===== src/rtl/pwm_pkg.sv =====
// Shared definitions for the PWM duty path: duty width/limit, ramp FSM
// encoding, the latched ramp request and the duty clamp helper.
package pwm_pkg;

    localparam int DUTY_W   = 7;
    localparam int DUTY_MAX = 100;

    localparam logic [0:0] ST_IDLE = 1'b0;
    localparam logic [0:0] ST_RAMP = 1'b1;

    // Target and step captured when a new request is accepted.
    typedef struct packed {
        logic [DUTY_W-1:0] tgt;
        logic [3:0]        stp;
    } ramp_req_t;

    // Saturate a duty request to the given limit.
    function automatic logic [DUTY_W-1:0] clamp_duty(input logic [DUTY_W-1:0] v,
                                                     input logic [DUTY_W-1:0] lim);
        return (v > lim) ? lim : v;
    endfunction

endpackage


===== src/rtl/ramp_tick_gen.sv =====
// Step-interval timer: one-cycle tick every SYS_FREQ*1000*STEP_MS clocks
// while running; clear holds the count at zero so the next run starts a
// fresh interval.
module ramp_tick_gen #(
    parameter int SYS_FREQ = 125,
    parameter int STEP_MS  = 10
) (
    input  logic clk,
    input  logic reset_n,
    input  logic clear,
    output logic tick
);

    localparam int P  = SYS_FREQ * 1000 * STEP_MS;
    localparam int CW = (P > 1) ? $clog2(P) : 1;
    localparam logic [CW-1:0] LAST = CW'(P - 1);

    logic [CW-1:0] cnt;

    // Count 0..P-1 and wrap; held at zero while cleared.
    always_ff @(posedge clk or negedge reset_n) begin
        if (!reset_n)                  cnt <= '0;
        else if (clear || cnt == LAST) cnt <= '0;
        else                           cnt <= cnt + CW'(1);
    end

    assign tick = !clear && (cnt == LAST);

endmodule


===== src/rtl/pwm_duty_ramp.sv =====
// Soft-start duty source: accepts a target duty over valid/ready and slews
// the registered duty toward it by a fixed step once per step interval.
module pwm_duty_ramp #(
    parameter int SYS_FREQ = 125,
    parameter int STEP_MS  = 10,
    parameter int DUTY_MAX = 100
) (
    input  logic       clk,
    input  logic       reset_n,
    input  logic [6:0] target,
    input  logic       target_valid,
    output logic       target_ready,
    input  logic [3:0] step_size,
    output logic [6:0] duty,
    output logic       busy,
    output logic       done
);
    import pwm_pkg::*;

    // One extra bit so duty+step and tgt+step can never wrap.
    localparam int IW = DUTY_W + 1;

    logic [0:0]        state;
    logic [DUTY_W-1:0] duty_q;
    ramp_req_t         req;
    logic              done_q;
    logic              tick;
    logic              accept;
    logic [DUTY_W-1:0] tgt_in;
    logic [3:0]        stp_in;
    logic [IW-1:0]     sum_up;
    logic [IW-1:0]     floor_dn;
    logic [DUTY_W-1:0] nxt;

    assign target_ready = (state == ST_IDLE);
    assign busy         = (state == ST_RAMP);
    assign duty         = duty_q;
    assign done         = done_q;
    assign accept       = target_valid && target_ready;

    // Request conditioning: clamp the target, a zero step means one.
    assign tgt_in = clamp_duty(target, DUTY_W'(DUTY_MAX));
    assign stp_in = (step_size == 4'd0) ? 4'd1 : step_size;

    // The timer only runs in RAMP, so every ramp starts a full interval.
    ramp_tick_gen #(
        .SYS_FREQ (SYS_FREQ),
        .STEP_MS  (STEP_MS)
    ) u_tick (
        .clk     (clk),
        .reset_n (reset_n),
        .clear   (state == ST_IDLE),
        .tick    (tick)
    );

    // Next duty on a tick: one step toward tgt, saturating at tgt.
    always_comb begin
        sum_up   = {1'b0, duty_q} + IW'(req.stp);
        floor_dn = {1'b0, req.tgt} + IW'(req.stp);
        nxt      = duty_q;
        if (req.tgt > duty_q)
            nxt = (sum_up > {1'b0, req.tgt}) ? req.tgt : sum_up[DUTY_W-1:0];
        else if ({1'b0, duty_q} < floor_dn)
            nxt = req.tgt;
        else
            nxt = duty_q - DUTY_W'(req.stp);
    end

    // Ramp FSM: latch request in IDLE, step on ticks in RAMP, pulse done
    // for the cycle after the duty lands on target.
    always_ff @(posedge clk or negedge reset_n) begin
        if (!reset_n) begin
            state  <= ST_IDLE;
            duty_q <= '0;
            req    <= '0;
            done_q <= 1'b0;
        end else begin
            done_q <= 1'b0;
            case (state)
                ST_IDLE: begin
                    if (accept) begin
                        req.tgt <= tgt_in;
                        req.stp <= stp_in;
                        if (tgt_in == duty_q) done_q <= 1'b1;
                        else                  state  <= ST_RAMP;
                    end
                end
                ST_RAMP: begin
                    if (tick) begin
                        duty_q <= nxt;
                        if (nxt == req.tgt) begin
                            state  <= ST_IDLE;
                            done_q <= 1'b1;
                        end
                    end
                end
                default: state <= ST_IDLE;
            endcase
        end
    end

endmodule


===== config.mk =====
export PLATFORM = sky130hd
export DESIGN_NAME = pwm_duty_ramp
export DESIGN_NICKNAME = d
export VERILOG_FILES = /design/src/rtl/pwm_pkg.sv /design/src/rtl/ramp_tick_gen.sv /design/src/rtl/pwm_duty_ramp.sv
export SDC_FILE = /design/constraint.sdc
export NUM_CORES = 1
export LEC_CHECK = 0
export ABC_CLOCK_PERIOD_IN_PS = 4700
export CAP_MARGIN = 20
export CELL_PAD_IN_SITES_DETAIL_PLACEMENT = 0
export CELL_PAD_IN_SITES_GLOBAL_PLACEMENT = 1
export CORE_ASPECT_RATIO = 2
export CORE_UTILIZATION = 46
export DETAILED_ROUTE_END_ITERATION = 16
export MAX_ROUTING_LAYER = met4
export PLACE_DENSITY = 0.93
export SLEW_MARGIN = 5
export SYNTH_ARGS = -nofsm -noshare
export SYNTH_HDL_FRONTEND = slang
export SYNTH_SLANG_ARGS = --single-unit

===== constraint.sdc =====
create_clock -name clk -period 4.7 [get_ports clk]
set_input_delay 0.705 -clock clk [delete_from_list [all_inputs] [get_ports clk]]
set_output_delay 0.705 -clock clk [all_outputs]
set_load 0.03 [all_outputs]

# After elaboration in Yosys (flattened, before gate mapping)
# Cells that the tools add are included.
# word_totals
reg_bits,41
output_inout_bits,10
word_cells,40
# op_classes
n_addsub,4
magnitude_cmp,4
eq_ne,3
muxes,16
bitwise,1
reduce_logical,6
# op_table
op,count
two-way mux 7 bit,4
adder 21 x 1 -> 21 bit (second input constant),1
== test 21 bit (second input constant),1
two-way mux 21 bit,1
adder 7 x 4 -> 8 bit,2
== test 7 bit,2
greater-than comparator 8 x 7 -> 1 bit,1
less-than comparator 7 x 8 -> 1 bit,1
two-way mux 1 bit,8
greater-than comparator 7 bit,1
greater-than comparator 7 bit (second input constant),1
subtractor 7 x 4 -> 7 bit,1
zero test 4 bit,1
two-way mux 4 bit,1
case mux 1 bit (2 select lines),2
AND reduction 2 bit,2
logical AND 1 bit,2
logical OR 1 bit,1
NOT 1 bit,1

# Longest topological paths before layout
# Gate-level depths: netlist of the first run.
# depth
ltp_word,8
ltp_mapped,16
ltp_nobuf,15

# By module
# A second synthesis of the first run with hierarchy kept.
# hier_totals
hier_cells,379
area_unflattened_um2,3480.8
# modules_own_cells
mod,instances,cells_per_inst,area_per_inst_um2
pwm_duty_ramp,1,265,2339.7
ramp_tick_gen,1,114,1141.1

# Worst setup path after synthesis of the first run
# No wires, ideal clock.
# synth_timing
path_type,flip-flop to flip-flop
from,reg duty_q[0] (netlist: duty[0])
to,reg duty_q[0] (netlist: duty[0])
t_arrival_ns,3.445
required_ns,4.575
setup_slack_ns,1.131
stages_incl_launch_ff,16
path_buffers,0
path_cell_list,dfrtp_1 ha_1 fa_1 nor2b_1 o31ai_1 nor3_1 xnor2_1 inv_1 ha_1 nand3_1 nor2_1 a21o_1 a31o_2 a31o_2 mux2i_1 mux2_2
# synth_between
elab_chain_len,4
elab_cells_between_ends,8
# synth_rtl
element,line,rtl
"start, declared",pwm_duty_ramp.sv:24,logic [DUTY_W-1:0] duty_q;
"start signal, assigned",pwm_duty_ramp.sv:90,duty_q <= nxt;
adder 7 x 4 -> 8 bit,pwm_duty_ramp.sv:58,"sum_up = {1'b0, duty_q} + IW'(req.stp);"
greater-than comparator 8 x 7 -> 1 bit,pwm_duty_ramp.sv:62,"nxt = (sum_up > {1'b0, req.tgt}) ? req.tgt : sum_up[DUTY_W-1:0];"
two-way mux 7 bit,pwm_duty_ramp.sv:62,
two-way mux 7 bit (*),pwm_duty_ramp.sv:61,if (req.tgt > duty_q)
# Every way passes the cells marked *; elsewhere a longest branch is shown, timed or not.
# A chain may end at the register's enable or synchronous reset.

# Worst setup path in the final report of the first run
# Same ends and word-level chain as after synthesis.

==> metrics, run 1 <==
CTS clk-pin slew, worst paths=0.06 ns; initial antenna violation count=0; Die Width=62.6 um; num ports=24; Worst path depth=15; main flop type after synthesis=dfrtp_1; distinct cell type count after synthesis=57; first-pass GRT wire length=15,000 um; sequential share of power=40.5%; sw frac=32.2%; slowest library cell on the worst path=o31ai_1; Top Family by Delay on Critical Path=compound AO/OA/AOI/OAI gates; Clk pwr share=31.5%; Seq cells post-synth=41; fmax=254 MHz; yosys synthesis warning count=0; Net Sw Power=0.000350 W; asr flop ratio synth=100%; post-place setup slack=0.818 ns; n_diodes=0; drt wl/cell=18.5 um; worst skew pair latency=0.28 ns; Worst Hold Path Cells=1; Max-slew headroom=36.4%; Cells after Synth=382; outcome=completed; Starting Density=48.3%; CP Data Arrival Time=4.10 ns; largest net degree at the start of global routing=42; Die Area=7720 um^2; Power Internal=0.000736 W; CP Max Fanout=7; GPL Wtd Cong=0.980; RSZ-0062 raised after global routing=no; Hold Buf Count CTS=0; CP bufs+invs=1; vias in the first global route=3,000; crit share post-route=83.7%; GRT Residual Overflow=0; Final nets=452; syn avg cell area=8.85 um^2; Sink Count=41; CP Cell Sequence=ha_1, fa_1, nor2b_1, o31ai_1, nor3_1, xnor2_1, inv_1, ha_1, nand3_1, nor2_1, a21o_1, a31o_2, a31o_2, mux2i_1, mux2_2; core box area=6990 um^2; final hold violation count=0; Setup Viol. Count Final=0; Worst-Margin Slew=0.954 ns; Req. time, crit path=4.86 ns; design area=3810 um^2; Max VDD drop=0.365 mV; Leak Pwr=1.66 nW; most frequent cells in the layout=42 x nor2_1, 41 x dfrtp_1, 33 x ha_1; sequential share of the synthesized area=30.3%; share of cells above drive strength 1=5.97%; CP Class=reg -> reg; maxcap violations=0; Util after Layout=54.5%; Yosys top cell area share=30.3%; P&R area growth vs syn=12.7%; Worst R2R Path Depth=15; row cnt=43; Vias=2,937; Die Height=123 um; crit path capture type=flop; Final min period=3.94 ns; skew final=0.00615 ns; H-tree depth=2; dpl hpwl=7230 um; Pre-antenna DRT Iters=5; clock buffer count from CTS=5; post-detailed-route DRC marker count=0; post-cts resize count=0; Post-synth EDFFs=0; vias per inst=5.97; area leader, netlist=dfrtp_1; clock root buffer=clkbuf_16; Hold Path Class=reg -> reg; CP startpoint kind=flop; combinational power share=28.0%; total track usage=26.5%; Clock Tree Buf Depth=2; Antenna Nets Post-Route=0; Mapped Nets=432; Placed Area=3670 um^2; max-slew violations=0; most common cell after layout, fill and taps aside=nor2_1; number of port buffers=23; Setup Fix Bufs, Post-CTS=0; Total Neg Setup Slack=0 ns; synthesized area=3380 um^2; CTS tree=yes; largest cells by area after synthesis=dfrtp_1 30%, ha_1 12%, xnor2_1 8.0%; critical path's largest stage delay=0.62 ns; initial drt markers=148; final wirelength=9130 um; fillers=674; power density over the cells=285 nW/um^2; setup ws final=0.765 ns
through the flow:
step / total power [W] / instances / hold WS [ns]
floorplan: 0.000658 / 382 / 0.409
global placement: 0.000737 / 485 / 0.449
detailed placement: 0.000746 / 485 / 0.464
CTS: 0.00109 / 492 / 0.472
global route: 0.00115 / 492 / 0.495
finish: 0.00109 / 492 / 0.466
sequential cells by signal, summed over array words and instances, names as in the netlist:
| signal | flops |
|---|---|
| busy | 1 |
| done | 1 |
| duty | 7 |
| req | 11 |
| u_tick.cnt | 21 |
power groups by stage:
stage	Sequential, W	Combinational [W]	Clock [W]
global placement	0.000444	0.000293	0
floorplan	0.000430	0.000228	0
finish	0.000440	0.000304	0.000342
global route	0.000445	0.000338	0.000364
detailed placement	0.000445	0.000302	0
CTS	0.000439	0.000304	0.000350
final cells by class:
type | instances | area [um^2] | area share [%]
Tap cell | 90 | 113 | 2.96
Multi-Input combinational cell | 301 | 2190 | 57.4
Timing Repair Buffer | 24 | 233 | 6.11
Inverter | 29 | 109 | 2.86
Sequential cell | 41 | 1030 | 26.9
Clock buffer | 7 | 143 | 3.75
synth_stat cells, types with 6 or more instances:
| cell type | n |
|---|---|
| nor2_1 | 42 |
| mux2_2 | 6 |
| nand2_1 | 27 |
| nor3_1 | 9 |
| xnor2_1 | 31 |
| xor2_1 | 13 |
| dfrtp_1 | 41 |
| o21ai_0 | 20 |
| ha_1 | 33 |
| and3_1 | 7 |
| nand2b_1 | 7 |
| nand3_1 | 15 |
| nand4_1 | 8 |
| a21oi_1 | 16 |
| inv_1 | 28 |
kinds of logic (layout without fill, tap and decap cells):
| group | after synthesis | after routing | share of synthesized area [%] |
|---|---|---|---|
| buf+inv | 40 | 60 | 5.00 |
| fa+ha+maj | 36 | 36 | 14.0 |
| flops | 41 | 41 | 30.3 |
| xor+xnor | 45 | 45 | 12.2 |
| simple gates | 133 | 133 | 19.0 |
| mux | 7 | 7 | 2.29 |
| compound gates | 80 | 80 | 17.1 |
path summary, 6_finish.rpt:
| path | from | to | slack (ns) |
|---|---|---|---|
| max | duty[0]$_DFFE_PN0P_ | duty[0]$_DFFE_PN0P_ | 0.76 |
| min | u_tick.cnt[0]$_DFF_PN0_ | u_tick.cnt[0]$_DFF_PN0_ | 0.47 |
| max reg2reg | duty[0]$_DFFE_PN0P_ | duty[0]$_DFFE_PN0P_ | 0.76 |
| min reg2reg | u_tick.cnt[0]$_DFF_PN0_ | u_tick.cnt[0]$_DFF_PN0_ | 0.47 |
| max in group asynchronous | reset_n | u_tick.cnt[18]$_DFF_PN0_ | 3.53 |
| min in group asynchronous | reset_n | req[9]$_DFFE_PN0P_ | 0.57 |
per-layer routing:
layer / up-vias / track usage [%] / share of wire (%)
li1: 1390 / - / -
met1: 1443 / 25.1 / 36
met2: 72 / 50.7 / 56
met3: 32 / 2.68 / 2.2
met4: 0 / 16.0 / 5.5
met5: - / - / 0
Note: power is estimated with default switching activity, not from simulation.
==> run 2: changes to the inputs <==
--- a/config.mk
+++ b/config.mk
@@ -5,15 +5,15 @@
 export SDC_FILE = /design/constraint.sdc
 export NUM_CORES = 1
 export LEC_CHECK = 0
-export ABC_CLOCK_PERIOD_IN_PS = 4700
+export ABC_CLOCK_PERIOD_IN_PS = 3620
 export CAP_MARGIN = 20
 export CELL_PAD_IN_SITES_DETAIL_PLACEMENT = 0
 export CELL_PAD_IN_SITES_GLOBAL_PLACEMENT = 1
 export CORE_ASPECT_RATIO = 2
-export CORE_UTILIZATION = 46
+export CORE_UTILIZATION = 41
 export DETAILED_ROUTE_END_ITERATION = 16
 export MAX_ROUTING_LAYER = met4
-export PLACE_DENSITY = 0.93
+export PLACE_DENSITY = 0.88
 export SLEW_MARGIN = 5
 export SYNTH_ARGS = -nofsm -noshare
 export SYNTH_HDL_FRONTEND = slang
==> constraint.sdc (replaced) <==
create_clock -name clk -period 3.62 [get_ports clk]
set_input_delay 0.543 -clock clk [delete_from_list [all_inputs] [get_ports clk]]
set_output_delay 0.543 -clock clk [all_outputs]
set_load 0.03 [all_outputs]
==> metrics, run 2 (same netlist as run 1, synthesis figures left out) <==
num ports=24 (unchanged); Pre-antenna DRT Iters=5 (unchanged); Worst-Margin Slew=0.764 ns (-0.190 ns); initial drt markers=109 (-26%); slowest library cell on the worst path=dfrtp_1; outcome=completed; Power Internal=0.00106 W (+44%); Final min period=3.48 ns (-0.458 ns); number of port buffers=23 (unchanged); Hold Buf Count CTS=0 (unchanged); worst skew pair latency=0.29 ns (about the same); Die Height=130 um (+5.8%); Max VDD drop=0.296 mV (-19%); core box area=7940 um^2 (+14%); CTS tree=yes; most frequent CP cell=a31o_4; Hold Path Class=in -> async; critical path's largest stage delay=0.42 ns (-0.20 ns); Antenna Nets Post-Route=0 (unchanged); clock root buffer=clkbuf_16; n_diodes=0 (unchanged); largest net degree at the start of global routing=42 (unchanged); Worst path depth=15 (unchanged); Die Width=66.2 um (+5.7%); max FFs per register=21 (unchanged); initial antenna violation count=0 (unchanged); skew final=0.00805 ns (+0.00190 ns); combinational power share=28.4% (+0.4 points); Final nets=478 (+5.8%); sw frac=30.8% (-1.4 points); Max-slew headroom=48.6% (+12 points); CP Class=reg -> reg; GPL Wtd Cong=0.944 (-3.6%); CP Cell Sequence=ha_2, fa_2, nor2b_1, o31ai_1, buf_4, nor3_1, xnor2_1, inv_1, ha_4, a21oi_2, a21o_1, a31o_4, a31o_4, mux2i_1, mux2_2; Die Area=8640 um^2 (+12%); CP startpoint kind=flop; CP Data Arrival Time=3.65 ns (-0.45 ns); final wirelength=9590 um (+5.1%); Vias=2,967 (+1.0%); total track usage=25.1% (-1.4 points); post-detailed-route DRC marker count=0 (unchanged); maxcap violations=0 (unchanged); power density over the cells=372 nW/um^2 (+31%); post-place setup slack=-0.0105 ns (-0.829 ns); Net Sw Power=0.000472 W (+35%); P&R area growth vs syn=21.5%; drt wl/cell=18.3 um (-1.5%); most frequent cells in the layout=42 x nor2_1, 40 x dfrtp_1, 31 x xnor2_1, 31 x ha_1, 28 x inv_1; row cnt=46 (+7.0%); H-tree depth=2 (unchanged); clock buffer count from CTS=5 (unchanged); vias per inst=5.65 (-5.3%); Clock Tree Buf Depth=2 (unchanged); GRT Residual Overflow=0 (unchanged); Leak Pwr=1.82 nW (+9.6%); fmax=288 MHz (+13%); CP bufs+invs=2 (+1); vias in the first global route=3,064 (+2.1%); Total Neg Setup Slack=0 ns (unchanged); Largest Register=u_tick.cnt; setup ws final=0.143 ns (-0.622 ns); sequential share of power=37.0% (-3.5 points); Sink Count=41 (unchanged); dpl hpwl=7570 um (+4.7%); crit path capture type=flop; Starting Density=42.6% (-5.8 points); Worst R2R Path Depth=15 (unchanged); CP Max Fanout=7 (unchanged); Power Total=0.00153 W (+41%); Req. time, crit path=3.79 ns (-1.07 ns); crit share post-route=96.1% (+12 points); first-pass GRT wire length=15,300 um (+2.0%); final hold violation count=0 (unchanged); Clk pwr share=34.6% (+3.1 points); max-slew violations=0 (unchanged); most common cell after layout, fill and taps aside=nor2_1; share of cells above drive strength 1=13.8% (+7.8 points); CTS clk-pin slew, worst paths=0.06 ns (about the same); Setup Viol. Count Final=0 (unchanged); Top Family by Delay on Critical Path=compound AO/OA/AOI/OAI gates
run 2: cell types whose count changed in the layout (fill, tap and decap cells not counted), moves of 2 or more:
cell     before  now
a31o_4        0    2
a31o_2        2    0
nand3_2       0    2
nand3_1      15   13
ha_1         33   31
buf_4         1   26
run 2: worst paths after layout:
kind                                            to  slack [ns]               startpoint
max                            duty[0]$_DFFE_PN0P_        0.14       req[0]$_DFFE_PN0P_
min                            req[10]$_DFFE_PN0P_        0.07                  reset_n
max reg2reg                    duty[0]$_DFFE_PN0P_        0.14       req[0]$_DFFE_PN0P_
min reg2reg                u_tick.cnt[0]$_DFF_PN0_        0.45  u_tick.cnt[0]$_DFF_PN0_
max in group asynchronous       req[1]$_DFFE_PN0P_        3.10                  reset_n
min in group clk           u_tick.cnt[0]$_DFF_PN0_        0.45  u_tick.cnt[0]$_DFF_PN0_
run 2: power groups by stage:
| stage | Sequential [W] | Combinational [W] | Clock, W |
|---|---|---|---|
| floorplan | 0.000558 | 0.000296 | 0 |
| detailed placement | 0.000573 | 0.000410 | 0 |
| finish | 0.000566 | 0.000434 | 0.000529 |
| global placement | 0.000571 | 0.000402 | 0 |
| CTS | 0.000565 | 0.000415 | 0.000544 |
| global route | 0.000573 | 0.000481 | 0.000557 |
run 2: routing by layer:
layer / track usage (%) / vias to the layer above / part of all wire [%]
li1: - / 1434 / -
met1: 21.9 / 1420 / 33
met2: 44.9 / 64 / 54
met3: 3.56 / 49 / 2.1
met4: 22.2 / 0 / 10
met5: - / - / 0
run 2: stage by stage:
stage          hold slack [ns]  instances  area (um^2)  utilization, %
2_1_floorplan            0.247        382         3380               -
3_3_place_gp             0.442        509         3810            48.0
3_5_place_dp             0.450        509         3810            48.0
4_1_cts                  0.443        517         3980            50.1
5_1_grt                 0.0741        525         4110            51.7
6_report                0.0689        525         4110            51.7
run 2: what timing repair did:
item	4_1_cts	5_1_grt
setup buffers	0	7
gates resized for setup	1	9
pin swaps	0	7
endpoints found under the hold margin	0	0
setup endpoints to repair	1	9
run 2: layout make-up:
class / instances / area [um^2]
repair buffers: 50 / 440
clock buffers: 7 / 143
fillers: 733 / 3830
well taps: 96 / 120
multi-input cells: 301 / 2240
clock inverters: 1 / 30.0
inverters: 29 / 109
flip-flops and latches: 41 / 1030
==> run 3: changes to the inputs <==
--- a/config.mk
+++ b/config.mk
@@ -5,15 +5,16 @@
 export SDC_FILE = /design/constraint.sdc
 export NUM_CORES = 1
 export LEC_CHECK = 0
-export ABC_CLOCK_PERIOD_IN_PS = 3620
+export ABC_AREA = 1
+export ABC_CLOCK_PERIOD_IN_PS = 3700
 export CAP_MARGIN = 20
 export CELL_PAD_IN_SITES_DETAIL_PLACEMENT = 0
 export CELL_PAD_IN_SITES_GLOBAL_PLACEMENT = 1
 export CORE_ASPECT_RATIO = 2
-export CORE_UTILIZATION = 41
+export CORE_UTILIZATION = 44
 export DETAILED_ROUTE_END_ITERATION = 16
 export MAX_ROUTING_LAYER = met4
-export PLACE_DENSITY = 0.88
+export PLACE_DENSITY = 0.93
 export SLEW_MARGIN = 5
 export SYNTH_ARGS = -nofsm -noshare
 export SYNTH_HDL_FRONTEND = slang
==> constraint.sdc (replaced) <==
create_clock -name clk -period 3.7 [get_ports clk]
set_input_delay 0.555 -clock clk [delete_from_list [all_inputs] [get_ports clk]]
set_output_delay 0.555 -clock clk [all_outputs]
set_load 0.03 [all_outputs]
==> metrics, run 3 <==
drt wl/cell=16.2 um (-11%); GPL Wtd Cong=0.982 (+4.0%); final hold violation count=0 (unchanged); FF+latch area=1030 um^2 (+0.24%); power density over the cells=226 nW/um^2 (-39%); skew final=0.00541 ns (-0.00264 ns); Largest Register=u_tick.cnt; worst skew pair latency=0.29 ns (about the same); vias per inst=5.51 (-2.6%); share of cells above drive strength 1=8.99% (-4.8 points); Mapped Nets=544 (+26%); Placed Area=3860 um^2 (+1.4%); main flop type after synthesis=dfrtp_1; maxcap violations=0 (unchanged); CTS clk-pin slew, worst paths=0.06 ns (about the same); max FFs per register=21 (unchanged); CP startpoint kind=flop; Vias=3,397 (+14%); Final min period=3.49 ns (+0.0133 ns); fmax=286 MHz (-0.38%); Die Width=65.2 um (-1.5%); Max VDD drop=0.142 mV (-52%); most frequent cells in the layout=127 x nand2_1, 62 x nand3_1, 61 x inv_1; Post-synth EDFFs=0 (unchanged); initial drt markers=238 (+120%); synthesized area=3520 um^2 (+4.1%); P&R area growth vs syn=14.1%; initial antenna violation count=0 (unchanged); Starting Density=46.0% (+3.4 points); Max-slew headroom=38.2% (-10 points); yosys synthesis warning count=0 (unchanged); most common cell after layout, fill and taps aside=nand2_1; fillers=779 (+6.3%); Leak Pwr=2.06 nW (+13%); Antenna Nets Post-Route=0 (unchanged); n_diodes=0 (unchanged); total track usage=27.0% (+2.0 points); core box area=7660 um^2 (-3.6%); CTS tree=yes; Hold Path Class=in -> async; CP Class=reg -> reg; Die Height=128 um (-1.5%); Yosys top cell area share=29.2% (-1.2 points); clock buffer count from CTS=5 (unchanged); syn avg cell area=7.12 um^2 (-19%); RSZ-0062 raised after global routing=no; Final nets=572 (+20%); H-tree depth=2 (unchanged); number of port buffers=23 (unchanged); Setup Viol. Count Final=0 (unchanged); CP Data Arrival Time=3.67 ns (+0.02 ns); row cnt=45 (-2.2%); Pre-antenna DRT Iters=4 (-1); max-slew violations=0 (unchanged); distinct cell type count after synthesis=42 (-26%); post-detailed-route DRC marker count=0 (unchanged); Die Area=8380 um^2 (-2.9%); GRT Residual Overflow=0 (unchanged); asr flop ratio synth=100% (unchanged); Total Neg Setup Slack=0 ns (unchanged); largest cells by area after synthesis=dfrtp_1 29%, nand2_1 14%, ha_1 12%; design area=4020 um^2 (-2.3%); Seq cells post-synth=41 (unchanged); dpl hpwl=8180 um (+8.1%); num ports=24 (unchanged); first-pass GRT wire length=16,300 um (+6.5%); crit path capture type=flop; commonest cells in the netlist=128 x nand2_1, 62 x nand3_1, 61 x inv_1, 41 x dfrtp_1, 34 x nor2_1; Worst-Margin Slew=0.927 ns (+0.163 ns); largest net degree at the start of global routing=42 (unchanged); Req. time, crit path=3.88 ns (+0.09 ns); Cells after Synth=494 (+29%); Clock Tree Buf Depth=2 (unchanged); top-count cell post-synth=nand2_1; clock root buffer=clkbuf_16; Sink Count=41 (unchanged); crit share post-route=94.3% (-1.7 points); final wirelength=10,000 um (+4.3%); CP Max Fanout=9 (+2); area leader, netlist=dfrtp_1; Multi-input gate area=2210 um^2 (-1.2%); sequential share of the synthesized area=29.2% (-1.2 points); vias in the first global route=3,462 (+13%); outcome=completed
==> run 3: changes by cell type after synthesis, moves of 8 or more <==
cell	before	now
nor2_1	42	34
inv_1	28	61
xnor2_1	31	4
nand2_1	27	128
o21ai_0	20	29
nand3_1	15	62
==> run 3: logic make-up (layout without fill, tap and decap cells) <==
group	after synthesis	after routing	synth area share, %
and+or+nand+nor	268	268	36.2
buffers and inverters	73	102	8.21
AOI/OAI and AO/OA	61	61	9.31
DFF	41	41	29.2
adders and majority gates	36	36	13.4
xor gates and xnor gates	15	15	3.73
==> run 3: power breakdown <==
part	internal (W)	total, W	switching (W)	leakage (nW)
Sequential	0.000448	0.000448	0	0.538
Combinational	0.0000158	0.0000359	0.0000201	1.45
Clock	0.000247	0.000425	0.000177	0.0696
Total	0.000711	0.000909	0.000198	2.06
==> run 3: routing by layer <==
layer	vias up	wire length [um]	track usage [%]
met4	0	928	24.0
met3	41	259	2.13
li1	1680	-	-
met5	-	0	-
met1	1603	3410	23.6
met2	73	5400	49.3
==> run 3: worst max-delay path: stages, from the launching register on <==
cell     delay [ns]
dfrtp_1        0.47
ha_1           0.28
fa_1           0.40
nand2_1        0.11
nand2_1        0.09
nand2_1        0.09
o21ai_1        0.10
nand2_1        0.08
inv_1          0.04
ha_1           0.26
inv_1          0.04
nor2_1         0.16
nand4_1        0.15
nand2_4        0.17
nand2_4        0.10
nand2_1        0.07
nand3_1        0.09
nand3_1        0.12
nand2_1        0.08
inv_1          0.08
nand2_1        0.04
nor2_1         0.13
nand2_1        0.09
nand2_1        0.07
nand2_1        0.05
==> run 3: final timing paths <==
check	end	startpoint	slack, ns	cells past startpoint
setup / recovery	busy$_DFF_PN0_	duty[0]$_DFFE_PN0P_	0.21	24
hold / removal	u_tick.cnt[5]$_DFF_PN0_	reset_n	0.41	1
setup reg to reg	busy$_DFF_PN0_	duty[0]$_DFFE_PN0P_	0.21	24
hold reg to reg	u_tick.cnt[0]$_DFF_PN0_	u_tick.cnt[0]$_DFF_PN0_	0.47	1
max in group asynchronous	req[1]$_DFFE_PN0P_	reset_n	2.67	1
min in group clk	u_tick.cnt[0]$_DFF_PN0_	u_tick.cnt[0]$_DFF_PN0_	0.47	1
==> run 3: metrics by stage <==
stage / hold WS, ns / cells / total power [W] / utilization [%] / worst slack [ns]
floorplan: 0.259 / 494 / 0.000466 / - / 0.579
global placement: 0.443 / 609 / 0.000493 / 50.4 / 0.151
detailed placement: 0.470 / 609 / 0.000493 / 50.4 / 0.0949
CTS: 0.434 / 617 / 0.000918 / 52.3 / 0.0719
global route: 0.490 / 617 / 0.000936 / 52.5 / 0.0163
finish: 0.406 / 617 / 0.000909 / 52.5 / 0.210
==> run 3: cell type report <==
class                           instances  share of cell area, %
Clock buffer                            5                   3.12
Clock inverter                          3                  0.436
Inverter                               65                   6.07
Multi-Input combinational cell        380                   55.1
Sequential cell                        41                   25.6
Tap cell                               94                   2.93
Timing Repair Buffer                   29                   6.73
==> run 3: what timing repair did <==
| item | CTS | global route |
|---|---|---|
| hold endpoints to repair | 0 | 0 |
| resized for setup | 0 | 5 |
| setup buffers | 0 | 0 |
| hold buffers | 0 | 0 |
| endpoints found under the setup margin | 0 | 2 |
